--- src/rtl/bin_to_bcd_seq_if.sv ---
// Request/result bundle between a requester (master) and the serial
// binary-to-BCD converter (slave).
interface bin_to_bcd_seq_if #(
    parameter int BIN_W  = 32,
    parameter int DIGITS = 10
);
    logic                  start;
    logic                  signed_mode;
    logic [BIN_W-1:0]      bin;
    logic                  busy;
    logic                  done;
    logic [4*DIGITS-1:0]   bcd;
    logic [DIGITS-1:0]     en;
    logic                  neg;
    logic                  overflow;

    modport master (
        output start, signed_mode, bin,
        input  busy, done, bcd, en, neg, overflow
    );

    modport slave (
        input  start, signed_mode, bin,
        output busy, done, bcd, en, neg, overflow
    );
endinterface

--- src/rtl/bin_to_bcd_seq.sv ---
// Serial double-dabble binary-to-BCD converter, one bit per clock, with
// signed input, overflow saturation and a leading-zero blanking mask.
module bin_to_bcd_seq #(
    parameter int BIN_W  = 32,
    parameter int DIGITS = 10,
    parameter int CNT_W  = $clog2(BIN_W + 1)
) (
    input  logic            clk_100kHz,
    input  logic            rst_,
    bin_to_bcd_seq_if.slave bus
);
    localparam int                ACC_W   = 4 * DIGITS;
    localparam logic [BIN_W-1:0]  MAG_ONE = BIN_W'(1);
    localparam logic [CNT_W-1:0]  CNT_ONE = CNT_W'(1);

    typedef enum logic {
        IDLE  = 1'b0,
        SHIFT = 1'b1
    } state_t;

    state_t              state_q, state_d;
    logic [BIN_W-1:0]    mag_q, mag_d;
    logic [ACC_W-1:0]    acc_q, acc_d;
    logic [ACC_W-1:0]    acc_adj;
    logic [CNT_W-1:0]    cnt_q, cnt_d;
    logic                neg_int_q, neg_int_d;
    logic                sticky_q, sticky_d;
    logic                done_q, done_d;
    logic [ACC_W-1:0]    bcd_q, bcd_d;
    logic [DIGITS-1:0]   en_q, en_d;
    logic                neg_q, neg_d;
    logic                ovf_q, ovf_d;

    // Digit i is lit when it or any more significant digit is nonzero.
    function automatic logic [DIGITS-1:0] digit_enables(input logic [ACC_W-1:0] digits);
        logic [DIGITS-1:0] mask;
        logic              seen;
        mask = '0;
        seen = 1'b0;
        for (int i = DIGITS - 1; i >= 0; i--) begin
            seen    = seen | (digits[4*i +: 4] != 4'd0);
            mask[i] = seen;
        end
        mask[0] = 1'b1;
        return mask;
    endfunction

    always_comb begin
        acc_adj = acc_q;
        for (int i = 0; i < DIGITS; i++) begin
            if (acc_q[4*i +: 4] >= 4'd5) acc_adj[4*i +: 4] = acc_q[4*i +: 4] + 4'd3;
        end
    end

    always_comb begin
        // NOTE: every signal written here gets a default first, so no path
        // through the case can leave one unassigned and infer a latch.
        state_d   = state_q;
        mag_d     = mag_q;
        acc_d     = acc_q;
        cnt_d     = cnt_q;
        neg_int_d = neg_int_q;
        sticky_d  = sticky_q;
        done_d    = 1'b0;
        bcd_d     = bcd_q;
        en_d      = en_q;
        neg_d     = neg_q;
        ovf_d     = ovf_q;

        case (state_q)
            IDLE: begin
                if (bus.start) begin
                    state_d   = SHIFT;
                    neg_int_d = bus.signed_mode && bus.bin[BIN_W-1];
                    mag_d     = (bus.signed_mode && bus.bin[BIN_W-1]) ? (~bus.bin + MAG_ONE) : bus.bin;
                    acc_d     = '0;
                    sticky_d  = 1'b0;
                    cnt_d     = CNT_W'(BIN_W);
                end
            end
            SHIFT: begin
                if (cnt_q != '0) begin
                    // A bit leaving the top digit means the value no longer fits.
                    sticky_d = sticky_q | acc_adj[ACC_W-1];
                    acc_d    = {acc_adj[ACC_W-2:0], mag_q[BIN_W-1]};
                    mag_d    = {mag_q[BIN_W-2:0], 1'b0};
                    cnt_d    = cnt_q - CNT_ONE;
                end else begin
                    state_d = IDLE;
                    done_d  = 1'b1;
                    neg_d   = neg_int_q;
                    ovf_d   = sticky_q;
                    bcd_d   = sticky_q ? {DIGITS{4'h9}} : acc_q;
                    en_d    = sticky_q ? '1 : digit_enables(acc_q);
                end
            end
            default: state_d = IDLE;
        endcase
    end

    // NOTE: registers use non-blocking assignments so every flop samples the
    // pre-edge values computed above, independent of statement order.
    always_ff @(posedge clk_100kHz) begin
        if (!rst_) begin
            state_q   <= IDLE;
            mag_q     <= '0;
            acc_q     <= '0;
            cnt_q     <= '0;
            neg_int_q <= 1'b0;
            sticky_q  <= 1'b0;
            done_q    <= 1'b0;
            bcd_q     <= '0;
            en_q      <= DIGITS'(1);
            neg_q     <= 1'b0;
            ovf_q     <= 1'b0;
        end else begin
            state_q   <= state_d;
            mag_q     <= mag_d;
            acc_q     <= acc_d;
            cnt_q     <= cnt_d;
            neg_int_q <= neg_int_d;
            sticky_q  <= sticky_d;
            done_q    <= done_d;
            bcd_q     <= bcd_d;
            en_q      <= en_d;
            neg_q     <= neg_d;
            ovf_q     <= ovf_d;
        end
    end

    assign bus.busy     = (state_q == SHIFT);
    assign bus.done     = done_q;
    assign bus.bcd      = bcd_q;
    assign bus.en       = en_q;
    assign bus.neg      = neg_q;
    assign bus.overflow = ovf_q;
endmodule

--- src/flat_wrapper.sv ---
// flat-port wrapper written by rule: the top's interface ports become plain ports
module bin_to_bcd_seq_flat 
#(
    parameter int BIN_W  = 32,
    parameter int DIGITS = 10,
    parameter int CNT_W  = $clog2(BIN_W + 1)
)
  (clk_100kHz, rst_, bus_start, bus_signed_mode, bus_bin, bus_busy, bus_done, bus_bcd, bus_en, bus_neg, bus_overflow);
  bin_to_bcd_seq_if #(.BIN_W(BIN_W), .DIGITS(DIGITS)) bus_i ();
  input  logic clk_100kHz;
  input  logic rst_;
  input wire logic [$bits(bus_i.start)-1:0] bus_start;
  input wire logic [$bits(bus_i.signed_mode)-1:0] bus_signed_mode;
  input wire logic [$bits(bus_i.bin)-1:0] bus_bin;
  output wire logic [$bits(bus_i.busy)-1:0] bus_busy;
  output wire logic [$bits(bus_i.done)-1:0] bus_done;
  output wire logic [$bits(bus_i.bcd)-1:0] bus_bcd;
  output wire logic [$bits(bus_i.en)-1:0] bus_en;
  output wire logic [$bits(bus_i.neg)-1:0] bus_neg;
  output wire logic [$bits(bus_i.overflow)-1:0] bus_overflow;
  assign bus_i.start = bus_start;
  assign bus_i.signed_mode = bus_signed_mode;
  assign bus_i.bin = bus_bin;
  assign bus_busy = bus_i.busy;
  assign bus_done = bus_i.done;
  assign bus_bcd = bus_i.bcd;
  assign bus_en = bus_i.en;
  assign bus_neg = bus_i.neg;
  assign bus_overflow = bus_i.overflow;
  bin_to_bcd_seq #(.BIN_W(BIN_W), .DIGITS(DIGITS), .CNT_W(CNT_W)) u_core (.clk_100kHz(clk_100kHz), .rst_(rst_), .bus(bus_i));
endmodule
--- config.mk ---
export PLATFORM = sky130hd
export DESIGN_NAME = bin_to_bcd_seq_flat
export DESIGN_NICKNAME = d
export VERILOG_FILES = /design/src/rtl/bin_to_bcd_seq_if.sv /design/src/rtl/bin_to_bcd_seq.sv /design/src/flat_wrapper.sv
export SDC_FILE = /design/constraint.sdc
export NUM_CORES = 1
export LEC_CHECK = 0
export CORE_MARGIN = 4
export CORE_UTILIZATION = 40
export DETAILED_ROUTE_END_ITERATION = 7
export HOLD_SLACK_MARGIN = 0.03
export MAX_ROUTING_LAYER = met4
export PLACE_DENSITY = 0.73
export SYNTH_ARGS = -nofsm -noshare
export SYNTH_HDL_FRONTEND = slang
export SYNTH_SLANG_ARGS = --single-unit
--- constraint.sdc ---
create_clock -name clk_100kHz -period 2.3 [get_ports clk_100kHz]
set_clock_uncertainty 0.1 [all_clocks]
set_input_delay 0.46 -clock clk_100kHz [delete_from_list [all_inputs] [get_ports clk_100kHz]]
set_output_delay 0.46 -clock clk_100kHz [all_outputs]
set_load 0.01 [all_outputs]
* Word-level counts from Yosys, hierarchy flattened
Index checks and enable logic that the tools add are counted.
Word-level totals: word-level logic and storage cells 91, flip-flop bits (word level) 134, memories kept 0, output and inout bits 54, input port bits 36, memory bits (read-only) 0, memory bits (writable) 0, latch bits 0
Operators by class: $mul 0, bitwise logic cells 12, multiplexer cells 29, equal/unequal tests 2, order comparisons 10, divide/modulo/power cells 0, reductions and logical operators 15, shift operators 0, add/sub/neg operators 12
Operator list (number):
- two-way mux 40 bit | 3
- two-way mux 32 bit | 3
- case mux 40 bit (2 select lines) | 1
- case mux 32 bit (2 select lines) | 1
- adder 4 x 2 -> 4 bit (second input constant) | 10
- >= comparator 4 x 3 -> 1 bit (second input constant) | 10
- two-way mux 4 bit | 10
- nonzero test 4 bit | 9
- adder 32 x 1 -> 32 bit (second input constant) | 1
- NOT 32 bit | 1
- two-way mux 6 bit | 2
- case mux 6 bit (2 select lines) | 1
- two-way mux 10 bit | 1
- OR 1 bit | 9
- AND reduction 2 bit | 4
- nonzero test 6 bit | 1
- subtractor 6 x 1 -> 6 bit (second input constant) | 1
- two-way mux 1 bit | 5
- inequality test 2 bit (second input constant) | 2
- case mux 1 bit (2 select lines) | 2
- NOT 1 bit | 2
- logical AND 1 bit | 1

* Longest topological paths before layout
depth after elaboration 10, mapped depth 9, depth with buffers taken out 7

* Least setup slack after synthesis
Ideal clock, no wire load.
path type input-to-reg, start point input port bus_bin[0], end point register u_core.mag_q[20], path buffers 0, data required time 2078 ps, arrival 2058 ps, cell stages on the path 7, slack 20 ps, setup time 122 ps, cell sequence inv_1 > ha_1 > or3b_4 > nor4_4 > a31oi_1 > xor2_1 > o311a_1
Between the ends: word-level cells in the longest chain between the ends 5
Ends and longest elaborated chain:
- start: declaration | line flat_wrapper.sv:14 | input wire logic [$bits(bus_i.bin)-1:0] bus_bin;
- NOT 32 bit | line bin_to_bcd_seq.sv:75 | mag_d = (bus.signed_mode && bus.bin[BIN_W-1]) ? (~bus.bin + MAG_ONE) : bus.bin;
- adder 32 x 1 -> 32 bit | line bin_to_bcd_seq.sv:75
- two-way mux 32 bit | line bin_to_bcd_seq.sv:75
- two-way mux 32 bit | line bin_to_bcd_seq.sv:72 | if (bus.start) begin
- case mux 32 bit (2 select lines) | line bin_to_bcd_seq.sv:70 | case (state_q)
- end signal: assignment | line bin_to_bcd_seq.sv:118 | mag_q <= mag_d;
- end: declaration | line bin_to_bcd_seq.sv:22 | logic [BIN_W-1:0] mag_q, mag_d;
Every way passes these cells. The select of a mux whose other input is x is not followed. A chain may end at the register's enable or synchronous reset.

* Worst setup path in the final report
start point register u_core.state_q, in the netlist u_core.bus.busy, end point output port bus_busy
RTL lines:
- start: declaration | line bin_to_bcd_seq.sv:21 | state_t state_q, state_d;
- start signal: assignment | line bin_to_bcd_seq.sv:117 | state_q <= state_d;
- end: declaration | line flat_wrapper.sv:15 | output wire logic [$bits(bus_i.busy)-1:0] bus_busy;
No word-level cell between the ends.

==> summary.txt <==
Logic synthesis
  – Cell area after synthesis: 6690 sq um
  – Synth top area share: 39.8%
  – Yosys cell types: 62
  – Sequential fraction of the synthesis area: 39.8%
  – Post-synthesis net count: 878
  – Largest family of logic cells by synthesized area: simple AND/OR/NAND/NOR gates
  – Synth area leader: dfxtp_1
  – Ys flop type: dfxtp_1
  – FFs w/ async S/R, synth: 0%
  – Simple-gate share of the synthesized area: 23.0%
  – Post-Synth Adder-Cell Area: 5.98%
  – Avg Cell Area, Syn: 8.26 sq um
  – XOR/XNOR Fraction of Synth Area: 4.58%
  – Area contributors post-synth: dfxtp_1 (40%), ha_1 (6.0%), a21oi_1 (5.7%)
  – Mapped Cells: 810
  – Post-synth EDFFs: 0
  – Mux contribution to synthesized area: 0.449%
  – Number of synthesized register bits: 133
  – Synth Warn #: 0
  – Complex-gate fraction of the synthesized area: 21.5%

STA
  – Final min period: 2.21 ns
  – Slew @ Worst Pin: 0.607 ns
  – Final setup viols: 0
  – FMAX: 452 MHz
  – Fin. Hold Viols: 0
  – Slew Limit Fails: 0
  – Slew margin rel.: 59.5%
  – Fin crit share: 96.3%

Global route
  – Initial antenna violation count: 0
  – GR Layer Usage met3: 4.35%
  – Vias in the first global route: 5957
  – Grt met1 use: 24.5%
  – Global-route wire length before repair: 29000 um
  – Grt peak-use layer: met2
  – GRT Residual Overflow: 0
  – M2 GR Usage: 31.2%
  – Pin count of the biggest net entering global routing: 52
  – GRT Util Overall: 19.6%

Floorplanning
  – Initial Util: 40.6%
  – Die area: 18900 sq um
  – Rows: 47
  – DIE WIDTH: 137 um
  – Die Y: 137 um
  – Io pins: 90
  – Core Area: 16500 sq um

Route
  – Vias per cell: 5.45
  – First DRT Iteration DRCs: 419
  – Drt drc: 0
  – TritonRoute pass-1 iters: 5
  – Routed via count: 6432
  – Post-DR wirelength/cell: 15.0 um
  – Post-DRT Antenna Nets: 0
  – Routed WL: 17700 um

Layout
  – Most frequent cells in the layout: dfxtp_1 (132), clkdlybuf4s50_1 (87), a21oi_1 (76), buf_4 (75), nor3_1 (72)
  – Reg area: 2660 sq um
  – Layout Utilization: 54.7%
  – Nets: 1016
  – Layout cell share with drive strength beyond 1: 13.6%
  – Commonest non-fill, non-tap cell in the layout: dfxtp_1
  – Multi-input logic area: 3750 sq um
  – Finished Cell Area: 9000 sq um
  – Antenna cells: 0
  – Fill count: 1496
  – Synth-to-layout area growth: 34.5%

Power and ir drop
  – Comb power frac: 18.7%
  – Sw Share: 27.0%
  – Switch Pwr: 1770 uW
  – Sequential group share of total power: 39.0%
  – Peak VDD IR: 0.000590 V
  – Clk pwr share: 42.3%
  – Pwr dens: 729 nW/um^2
  – Leakage power: 0.00338 uW
  – P_int: 4790 uW

Clock tree
  – Clk Latency, worst-skew pair: 0.42 ns
  – Root buf cell: clkbuf_16
  – CTS Buf Count: 17
  – CTS Sinks: 133
  – Clock buffer depth: 2
  – TritonCTS clock tree: done
  – Clock transition at the registers of the reported paths: 0.06 ns
  – Cts hold-fix bufs: 0
  – Htree depth: 4

Setup path
  – Worst reg-to-reg setup slack: 0.14 ns
  – WS Path Type: reg2out
  – CP Capture Type: output port
  – Reg2Reg Depth: 8
  – WP data required: 1.74 ns
  – Crit path DAT: 1.65 ns
  – Setup crit start kind: flip-flop
  – Crit Path Max Fanout: 14

Status
  – Status: finished clean

Place
  – Post-placement cell area: 8350 sq um
  – Detailed placer's ending HPWL: 12200 um
  – Port buffer count: 88
  – Routability cong.: 0.883

Worst hold path
  – Hold depth: 2
  – Hold Crit Class: reg2reg

Flow run
  – Max-Cap Viols: 0
-- routing by layer --
layer	part of all wire (%)	routed length [um]
met4	1.9	337
met3	4.0	705
met2	49	8650
met1	45	8010
met5	0	0
-- power groups by stage --
stage	Sequential [uW]	Combinational (uW)	Clock, uW
after floorplan	2620	631	0
after global placement	2600	1200	0
after detailed placement	2610	1210	0
after CTS	2560	1220	2820
after global routing	2580	1360	2930
final	2560	1220	2780
-- synth_stat cells (15+ instances only) --
cell / n
ha_1: 32
clkbuf_1: 49
nand2_1: 64
nand2b_1: 15
inv_1: 28
nor2_1: 70
nor3_1: 72
a21oi_1: 76
o21ai_0: 24
xnor2_1: 21
dfxtp_1: 133
o22ai_1: 22
-- flip-flops by register name (all words and copies together) (netlist names) --
signal / count
u_core.bus.neg: 1
u_core.neg_int_q: 1
u_core.cnt_q: 6
u_core.bus.en: 9
u_core.bus.overflow: 1
u_core.bus.busy: 1
u_core.bus.bcd: 40
u_core.acc_q: 40
u_core.bus.done: 1
u_core.sticky_q: 1
u_core.mag_q: 32
-- cell families (layout without fill, tap and decap cells) --
family,Yosys count,count (layout)
and+or+nand+nor,302,302
AOI/OAI and AO/OA,223,223
DFF,133,133
buffers and inverters,81,232
xor gates and xnor gates,35,35
adders and majority gates,32,32
muxes,3,3
other,1,1
-- critical path, cell delays in order, from the launching register on --
cell and delay (ns):
dfxtp_2 0.43, buf_4 0.24, clkdlybuf4s50_1 0.56
-- through the flow --
| step | worst slack [ns] | hold slack, ns | instances | setup TNS (ns) | power [uW] |
|---|---|---|---|---|---|
| floorplan | 0.0205 | 0.327 | 810 | 0 | 3250 |
| global placement | -0.363 | 0.334 | 1148 | -6.05 | 3800 |
| detailed placement | -0.420 | 0.341 | 1148 | -7.37 | 3820 |
| CTS | 0.0205 | 0.348 | 1180 | 0 | 6600 |
| global route | -0.00143 | 0.361 | 1181 | -0.00143 | 6860 |
| finish | 0.0853 | 0.349 | 1181 | 0 | 6560 |
-- path summary, 6_finish.rpt --
kind                                  from                             to
min          u_core.neg_int_q$_SDFFE_PN0P_    u_core.bus.neg$_SDFFE_PN0P_
min reg2reg  u_core.neg_int_q$_SDFFE_PN0P_    u_core.bus.neg$_SDFFE_PN0P_
max             u_core.bus.busy$_SDFF_PN0_                       bus_busy
max reg2reg  u_core.acc_q[37]$_SDFFE_PN0P_  u_core.bus.en[3]$_SDFFE_PN0P_
-- final cells by class --
type	instances	area share (%)
Multi-Input combinational cell	596	41.7
Tap cell	220	3.06
Inverter	29	1.21
Clock inverter	11	1.67
Timing Repair Buffer	171	17.7
Clock buffer	21	5.12
Sequential cell	133	29.6
-- repair_timing --
action | in CTS | in global routing
endpoints found under the setup margin | 1 | 29
buffers inserted | 0 | 1
endpoints found under the hold margin | 0 | 0
pin swaps | 0 | 4
resized for setup | 1 | 7
Note: power is estimated with default switching activity, not from simulation.
